## src/rtl/l2_wb_buffer.sv

```systemverilog
// Purpose: victim buffer that queues dirty L2 lines for write-back and answers refill lookups.
// Latency: accept in cycle N, line captured in N+1, earliest memory write offered in N+2.
// Backpressure: evict_ready_o drops while full; the head entry is held stable until mem_wready_i.
module l2_wb_buffer #(
  parameter int LINE_WIDTH     = 128,
  parameter int IDX_WIDTH      = 8,
  parameter int BLK_ADDR_WIDTH = 28,
  parameter int DEPTH          = 4,
  parameter int PTR_WIDTH      = 2
) (
  input  logic                      clk_i,
  input  logic                      rst_ni,
  input  logic                      evict_valid_i,
  output logic                      evict_ready_o,
  input  logic [BLK_ADDR_WIDTH-1:0] evict_blk_addr_i,
  output logic [IDX_WIDTH-1:0]      l2_rd_idx_o,
  input  logic [LINE_WIDTH-1:0]     l2_rdata_i,
  output logic                      mem_wvalid_o,
  input  logic                      mem_wready_i,
  output logic [BLK_ADDR_WIDTH-1:0] mem_waddr_o,
  output logic [LINE_WIDTH-1:0]     mem_wdata_o,
  input  logic [BLK_ADDR_WIDTH-1:0] lkp_blk_addr_i,
  output logic                      lkp_hit_o,
  output logic                      lkp_busy_o,
  output logic [LINE_WIDTH-1:0]     lkp_data_o,
  output logic [PTR_WIDTH:0]        count_o,
  output logic                      full_o,
  output logic                      empty_o
);

  localparam logic [PTR_WIDTH:0] FULL_CNT = (PTR_WIDTH+1)'(DEPTH);

  logic [DEPTH-1:0]          valid_q;
  logic [DEPTH-1:0]          dvalid_q;
  logic [BLK_ADDR_WIDTH-1:0] addr_q [DEPTH];
  logic [LINE_WIDTH-1:0]     data_q [DEPTH];
  logic [PTR_WIDTH-1:0]      wr_ptr_q;
  logic [PTR_WIDTH-1:0]      rd_ptr_q;
  logic [PTR_WIDTH:0]        count_q;
  logic                      cap_vld_q;
  logic [PTR_WIDTH-1:0]      cap_ptr_q;

  logic                      accept;
  logic                      drain;
  logic                      head_rdy;
  logic                      lkp_found;
  logic [PTR_WIDTH-1:0]      lkp_idx;
  logic [PTR_WIDTH-1:0]      lkp_scan;

  assign full_o        = (count_q == FULL_CNT);
  assign empty_o       = (count_q == '0);
  assign count_o       = count_q;
  assign evict_ready_o = !full_o;
  assign l2_rd_idx_o   = evict_blk_addr_i[IDX_WIDTH-1:0];

  assign accept   = evict_valid_i && evict_ready_o;
  assign head_rdy = valid_q[rd_ptr_q] && dvalid_q[rd_ptr_q];
  assign drain    = head_rdy && mem_wready_i;

  // Head entry is only exposed once its data is captured; the gating also hides
  // the unreset storage arrays after reset.
  assign mem_wvalid_o = head_rdy;
  assign mem_waddr_o  = head_rdy ? addr_q[rd_ptr_q] : '0;
  assign mem_wdata_o  = head_rdy ? data_q[rd_ptr_q] : '0;

  // Entry flags, pointers, occupancy and the one-deep capture stage.
  always_ff @(posedge clk_i or negedge rst_ni) begin
    if (!rst_ni) begin
      valid_q   <= '0;
      dvalid_q  <= '0;
      wr_ptr_q  <= '0;
      rd_ptr_q  <= '0;
      count_q   <= '0;
      cap_vld_q <= 1'b0;
      cap_ptr_q <= '0;
    end else begin
      // Capture, drain and allocate always hit distinct entries, so their
      // flag updates never collide.
      if (cap_vld_q) begin
        dvalid_q[cap_ptr_q] <= 1'b1;
      end
      if (drain) begin
        valid_q[rd_ptr_q]  <= 1'b0;
        dvalid_q[rd_ptr_q] <= 1'b0;
        rd_ptr_q           <= rd_ptr_q + PTR_WIDTH'(1);
      end
      if (accept) begin
        valid_q[wr_ptr_q]  <= 1'b1;
        dvalid_q[wr_ptr_q] <= 1'b0;
        wr_ptr_q           <= wr_ptr_q + PTR_WIDTH'(1);
      end
      cap_vld_q <= accept;
      cap_ptr_q <= wr_ptr_q;
      if (accept && !drain) begin
        count_q <= count_q + (PTR_WIDTH+1)'(1);
      end else if (drain && !accept) begin
        count_q <= count_q - (PTR_WIDTH+1)'(1);
      end
    end
  end

  // Address and line storage; contents are qualified by the flags above.
  always_ff @(posedge clk_i) begin
    if (accept) begin
      addr_q[wr_ptr_q] <= evict_blk_addr_i;
    end
    if (cap_vld_q) begin
      data_q[cap_ptr_q] <= l2_rdata_i;
    end
  end

  // Walk entries oldest to youngest from the read pointer; the last match seen is the youngest.
  always_comb begin
    lkp_found = 1'b0;
    lkp_idx   = '0;
    lkp_scan  = '0;
    for (int i = 0; i < DEPTH; i++) begin
      lkp_scan = rd_ptr_q + PTR_WIDTH'(i);
      if (valid_q[lkp_scan] && (addr_q[lkp_scan] == lkp_blk_addr_i)) begin
        lkp_found = 1'b1;
        lkp_idx   = lkp_scan;
      end
    end
  end

  assign lkp_hit_o  = lkp_found && dvalid_q[lkp_idx];
  assign lkp_busy_o = lkp_found && !dvalid_q[lkp_idx];
  assign lkp_data_o = lkp_hit_o ? data_q[lkp_idx] : '0;

endmodule

```

## config.mk

```make
export PLATFORM = sky130hd
export DESIGN_NAME = l2_wb_buffer
export DESIGN_NICKNAME = d
export VERILOG_FILES = /design/src/rtl/l2_wb_buffer.sv
export SDC_FILE = /design/constraint.sdc
export NUM_CORES = 1
export LEC_CHECK = 0
export CORE_MARGIN = 2
export CORE_UTILIZATION = 55
export DETAILED_ROUTE_END_ITERATION = 16
export PLACE_DENSITY_LB_ADDON = 0.1
export SYNTH_ARGS = -nofsm -noshare
export SYNTH_HDL_FRONTEND = slang
export SYNTH_SLANG_ARGS = --single-unit
```

## constraint.sdc

```tcl
create_clock -name clk_i -period 19.45 [get_ports clk_i]
set_input_delay 3.89 -clock clk_i [delete_from_list [all_inputs] [get_ports clk_i]]
set_output_delay 3.89 -clock clk_i [all_outputs]
set_load 0.05 [all_outputs]
```

==> results of run 1 <==
-- path summary, 6_finish.rpt --
kind                                        start              to  slack [ns]
worst max-delay path            lkp_blk_addr_i[7]  lkp_data_o[15]        5.02
worst min-delay path                  wr_ptr_q[1]    cap_ptr_q[1]        0.44
worst max register to register        rd_ptr_q[0]      count_o[1]       12.72
worst min register to register        wr_ptr_q[1]    cap_ptr_q[1]        0.44
max in group asynchronous                  rst_ni     dvalid_q[0]       15.01
min in group asynchronous                  rst_ni      valid_q[1]        3.79
-- cells by family (layout without fill, tap and decap cells) --
logic type,after synthesis,count (layout),synth area share
buffers and inverters,257,673,0.0421
XOR/XNOR,108,108,0.0264
AO/OA/AOI/OAI,238,238,0.0541
AND/OR/NAND/NOR,857,857,0.110
flip-flops,642,642,0.536
multiplexers,560,560,0.228
other,0,11,0
adder cells (fa/ha/maj),10,10,0.00371
-- critical path: cells and delay by family --
family,cells,cell delay [ns]
buffers and inverters,4,3.35
AO/OA/AOI/OAI,6,2.02
multiplexers,1,0.30
AND/OR/NAND/NOR,2,0.91
-- routing by layer --
layer	track usage	share of wire	vias to the layer above
met5	0	0.00068	-
met4	0.120	0.037	12
met3	0.0786	0.094	192
met2	0.528	0.48	1237
met1	0.436	0.39	12900
li1	-	-	10800
-- through the flow --
step	hold slack (ns)	instances	instance area, µm²	util
4_1_cts	0.452	3943	42900	0.666
3_5_place_dp	0.443	3814	40700	0.632
2_1_floorplan	0.401	2672	35800	-
5_1_grt	0.469	3952	42900	0.667
3_3_place_gp	0.432	3814	40700	0.632
6_report	0.444	3954	42900	0.667
-- cell type report --
class / instances / area (µm²) / area share
Antenna cell: 11 / 27.5 / 0.000642
Clock buffer: 93 / 1890 / 0.0441
Clock inverter: 36 / 312 / 0.00726
Inverter: 21 / 81.3 / 0.00190
Multi-Input combinational cell: 1773 / 15100 / 0.353
Sequential cell: 642 / 19200 / 0.448
Tap cell: 855 / 1070 / 0.0249
Timing Repair Buffer: 523 / 5170 / 0.121
-- cells in the final DEF, fill, tap and decap left out, types with 33 or more instances in the layout --
| master | count |
|---|---|
| edfxtp_1 | 624 |
| xnor2_1 | 103 |
| nand2_1 | 557 |
| mux2i_1 | 345 |
| clkdlybuf4s50_1 | 488 |
| mux4_2 | 202 |
| clkbuf_16 | 72 |
| a22o_1 | 128 |
| buf_4 | 33 |
| and2_1 | 148 |
-- sequential cells by signal (all words and copies together) (netlist names) --
signal     count
data_q       512
addr_q       112
dvalid_q       4
valid_q        4
count_o        3
cap_ptr_q      2
rd_ptr_q       2
wr_ptr_q       2
cap_vld_q      1
-- power groups by stage --
| stage | Clock [mW] | Combinational, mW | Sequential, mW |
|---|---|---|---|
| after floorplan | 0 | 3.14 | 2.01 |
| after global placement | 0 | 4.47 | 2.09 |
| after detailed placement | 0 | 4.47 | 2.11 |
| after CTS | 1.30 | 4.49 | 2.09 |
| after global routing | 1.35 | 4.69 | 2.12 |
| final | 1.28 | 4.50 | 2.09 |
==> results.tsv, run 1 <==
metric	value	unit
status	finished, final reports clean	
Max clock buf depth	3	
# nets final	3230	
die area	0.0671	mm²
Rel. slew slack	0.203	
final setup violation count	0	
Routed Antenna Nets	0	
share of cells above drive strength 1	0.117	
r2r worst-path depth	11	
most common library cells after synthesis	edfxtp_1, nand2_1, mux2i_1	
switch share	0.472	
Synth Warn #	0	
post-synthesis register bit count	642	
top cell type's share of synthesized area	0.524	
die width	259	µm
FFs w/ async S/R, synth	0.0280	
Int Pwr	4.15	mW
syn_nets	2870	
Yosys cell types	73	
post-CTS sizing	0	
Hold WC Path Type	register to register	
Port Buffers	488	
total congestion overflow	0	
Crit. End Element	primary output	
Post-Syn Instances	2672	
Max VDD drop	0.000151	V
final wirelength	111	mm
CP Launch Type	primary input	
Total GRT Usage	0.328	
CTS H-tree depth	3	
CTS Sinks	642	
Seq/Total Area, Yosys	0.536	
shortest clock period the worst path allows after layout	14.43	ns
CTS tree	yes	
Clk pwr share	0.163	
Worst Tran Pin Value	1.19	ns
Setup CP Type	primary input to primary output	
largest net degree at the start of global routing	141	
via/cell ratio	6.37	
final hold violation count	0	
area leader, netlist	edfxtp_1	
starting density of the core	0.556	
PwrDens	183	mW/mm²
P&R area growth vs syn	19.9	%
hold path depth	0	
Critical Path RT	15.56	ns
Die Y	259	µm
Post-CTS Setup Bufs	0	
Final Cycle Share	0.742	
first-pass GRT wire length	164	mm
vias in the first global route	25300	
synthesized area	0.0358	mm²
vias post-DR	25200	
initial antenna violation count	15	
combinational share of power	0.572	
clock latency at the later pin of the worst-skew pair	0.63	ns
Routed WL per cell	28.1	µm
RSZ-0062 raised after global routing	false	
num rows	93	
WP data arrival	10.54	ns
Hold-fix buffers, CTS	0	
CP max stage cell	buf_4	
share of power burned in registers	0.266	
MaxCap Viol Count	0	
Setup WS post-layout	5.02	ns
crit-path cells	clkdlybuf4s50_1 > a211oi_1 > o211ai_1 > a2111oi_0 > or4b_2 > o21ai_1 > nor4_1 > a2111oi_4 > buf_4 > buf_4 > mux2i_1 > a22o_1 > clkdlybuf4s50_1	
Static Leak	16.0	nW
count leader, synth	edfxtp_1	
Mean Syn Cell Area	13.4	µm²
Worst Clk Skew	0.0248	ns
fillers	4657	
top_reg_cell synth	edfxtp_1	
clock transition at the registers of the reported paths	0.05	ns
first-pass iteration count of the detailed router	5	
Setup Slack @ Placement	5.09	ns
IO Pins	489	
Initial DRC Count	2687	
GPL Wtd Cong	0.965	
Core Area	0.0643	mm²
Root Driver	clkbuf_16	
setup_tns	0	ns
biggest cell delay along the critical path	0.98	ns
f_max	69.3	MHz
total power draw	7.87	mW
worst-path fanout max	62	
number of flops mapped to enable cells by yosys	624	
Slew Limit Fails	0	
CTS buffer count	71	
DRC	0	
main area contributors after synthesis	edfxtp_1, mux4_2, mux2i_1	
hpwl dp	69.8	mm
P_sw	3.71	mW
Power figures use the tool's default switching activity.
==> run 2, diff against run 1 <==
CORE_UTILIZATION = 51   (was 55)
clock period = 12.98 ns   (was 19.45 ns; I/O delays follow)
==> run 2 against run 1 <==
Against the previous run: clock-buffer cell count down 9; first-iteration DRC count fell by 14%; worst hold slack about the same; sequential power is 51% higher; setup slack lost 3.1 ns; critical path depth is the same; largest power group unchanged.
==> results.tsv, run 2 (synthesized netlist as in run 1, its figures left out) <==
metric	value	unit
WP data arrival	8.43	ns
combinational share of power	0.566	
met1 wire length	43.4	mm
commonest non-fill, non-tap cell in the layout	edfxtp_1	
MaxCap Viol Count	0	
num rows	97	
worst-path fanout max	66	
CP Launch Type	primary input	
Die Y	269	µm
setup_tns	0	ns
status	finished, final reports clean	
reg2reg start	rd_ptr_q[1]	
vias in the first global route	24900	
Hold WC Path Type	register to register	
clock latency at the later pin of the worst-skew pair	0.62	ns
via/cell ratio	6.21	
shortest clock period the worst path allows after layout	11.02	ns
Rel. slew slack	0.191	
vias post-DR	25100	
Routed Antenna Nets	0	
GPL Wtd Cong	0.966	
Post-CTS Setup Bufs	0	
Total GRT Usage	0.305	
switch share	0.467	
largest net degree at the start of global routing	143	
fillers	5337	
P_sw	5.57	mW
CTS H-tree depth	3	
Setup CP Type	primary input to primary output	
hold_ws	0.444	ns
Routed WL per cell	27.8	µm
multi-input logic area	0.0151	mm²
die width	269	µm
Crit. End Element	primary output	
Hold-fix buffers, CTS	0	
share of cells above drive strength 1	0.120	
Int Pwr	6.37	mW
f_max	90.7	MHz
Final Cycle Share	0.849	
DRC	0	
first-pass GRT wire length	162	mm
die area	0.0723	mm²
clock transition at the registers of the reported paths	0.06	ns
commonest cells after routing, fill and taps aside	edfxtp_1, nand2_1, clkdlybuf4s50_1, mux2i_1, mux4_2	
Worst Tran Pin Value	1.21	ns
IO Pins	489	
Slew Limit Fails	0	
Static Leak	16.1	nW
RSZ-0062 raised after global routing	false	
max reg flops	512	
Clk pwr share	0.171	
final wirelength	112	mm
post-CTS sizing	0	
final setup violation count	0	
Worst Clk Skew	0.0166	ns
Max clock buf depth	3	
metal2 WL	54.6	mm
starting density of the core	0.513	
Port Buffers	488	
worst hold start	wr_ptr_q[0]	
Critical Path RT	10.38	ns
# nets final	3230	
first-pass iteration count of the detailed router	5	
CTS tree	yes	
Initial DRC Count	2322	
max layer used	met5	
Core Area	0.0698	mm²
Max VDD drop	0.000284	V
fin util	0.620	
CP Launch Point	lkp_blk_addr_i[0]	
final hold violation count	0	
hpwl dp	71.5	mm
Root Driver	clkbuf_16	
PwrDens	276	mW/mm²
P&R area growth vs syn	20.9	%
CTS Sinks	642	
DR WL met3	9.31	mm
Reg with most FFs	data_q	
Largest regs	data_q: 512 flops, addr_q: 112 flops	
total congestion overflow	0	
CTS buffer count	71	
share of power burned in registers	0.263	
register area	0.0192	mm²
initial antenna violation count	21	
==> run 2: power groups by stage <==
stage                     sequential [mW]  clock (mW)  combinational [mW]
after floorplan                      3.01           0                4.70
after global placement               3.15           0                6.73
after detailed placement             3.19           0                6.74
after CTS                            3.15        2.07                6.76
after global routing                 3.20        2.15                7.06
final                                3.15        2.04                6.76
==> run 2: worst max-delay path, stage by stage <==
cell and delay, ns:
clkdlybuf4s50_1 0.66, inv_1 0.16, xnor2_1 0.19, o211ai_1 0.17, a2111oi_0 0.44, or4b_2 0.79, nor2_1 0.40, a211oi_1 0.16
a21oi_4 0.21, buf_4 0.73, buf_4 0.70, a22o_1 0.27, clkdlybuf4s50_1 0.81
==> run 2: worst paths after layout <==
path	end	slack [ns]	cells after the start
hold reg to reg	cap_ptr_q[0]	0.44	0
hold / removal	cap_ptr_q[0]	0.44	0
max in group asynchronous	dvalid_q[0]	9.87	1
setup reg to reg	count_o[1]	8.17	10
min in group asynchronous	rd_ptr_q[0]	2.48	1
setup / recovery	lkp_data_o[89]	1.96	13
==> run 2: per-stage QoR <==
| step | instance area [µm²] | instances | power, mW | setup WS, ns |
|---|---|---|---|---|
| after detailed placement | 40900 | 3899 | 9.92 | 2.07 |
| after global routing | 43200 | 4034 | 12.4 | 1.69 |
| after floorplan | 35800 | 2672 | 7.71 | 2.47 |
| after global placement | 40900 | 3899 | 9.88 | 2.22 |
| after CTS | 43200 | 4024 | 12.0 | 1.98 |
| final | 43200 | 4039 | 11.9 | 1.96 |
==> run 2: per-layer routing <==
layer,global-route usage,up-vias
li1,-,10900
met1,0.392,12900
met2,0.498,1083
met3,0.0801,241
met4,0.120,22
met5,0,-
==> run 2: layout make-up <==
class / instances / share of cell area
well taps: 940 / 0.0272
diodes: 15 / 0.000868
inverters: 21 / 0.00188
flip-flops and latches: 642 / 0.444
clock buffers: 84 / 0.0432
multi-input cells: 1773 / 0.350
repair buffers: 523 / 0.121
clock inverters: 41 / 0.0113
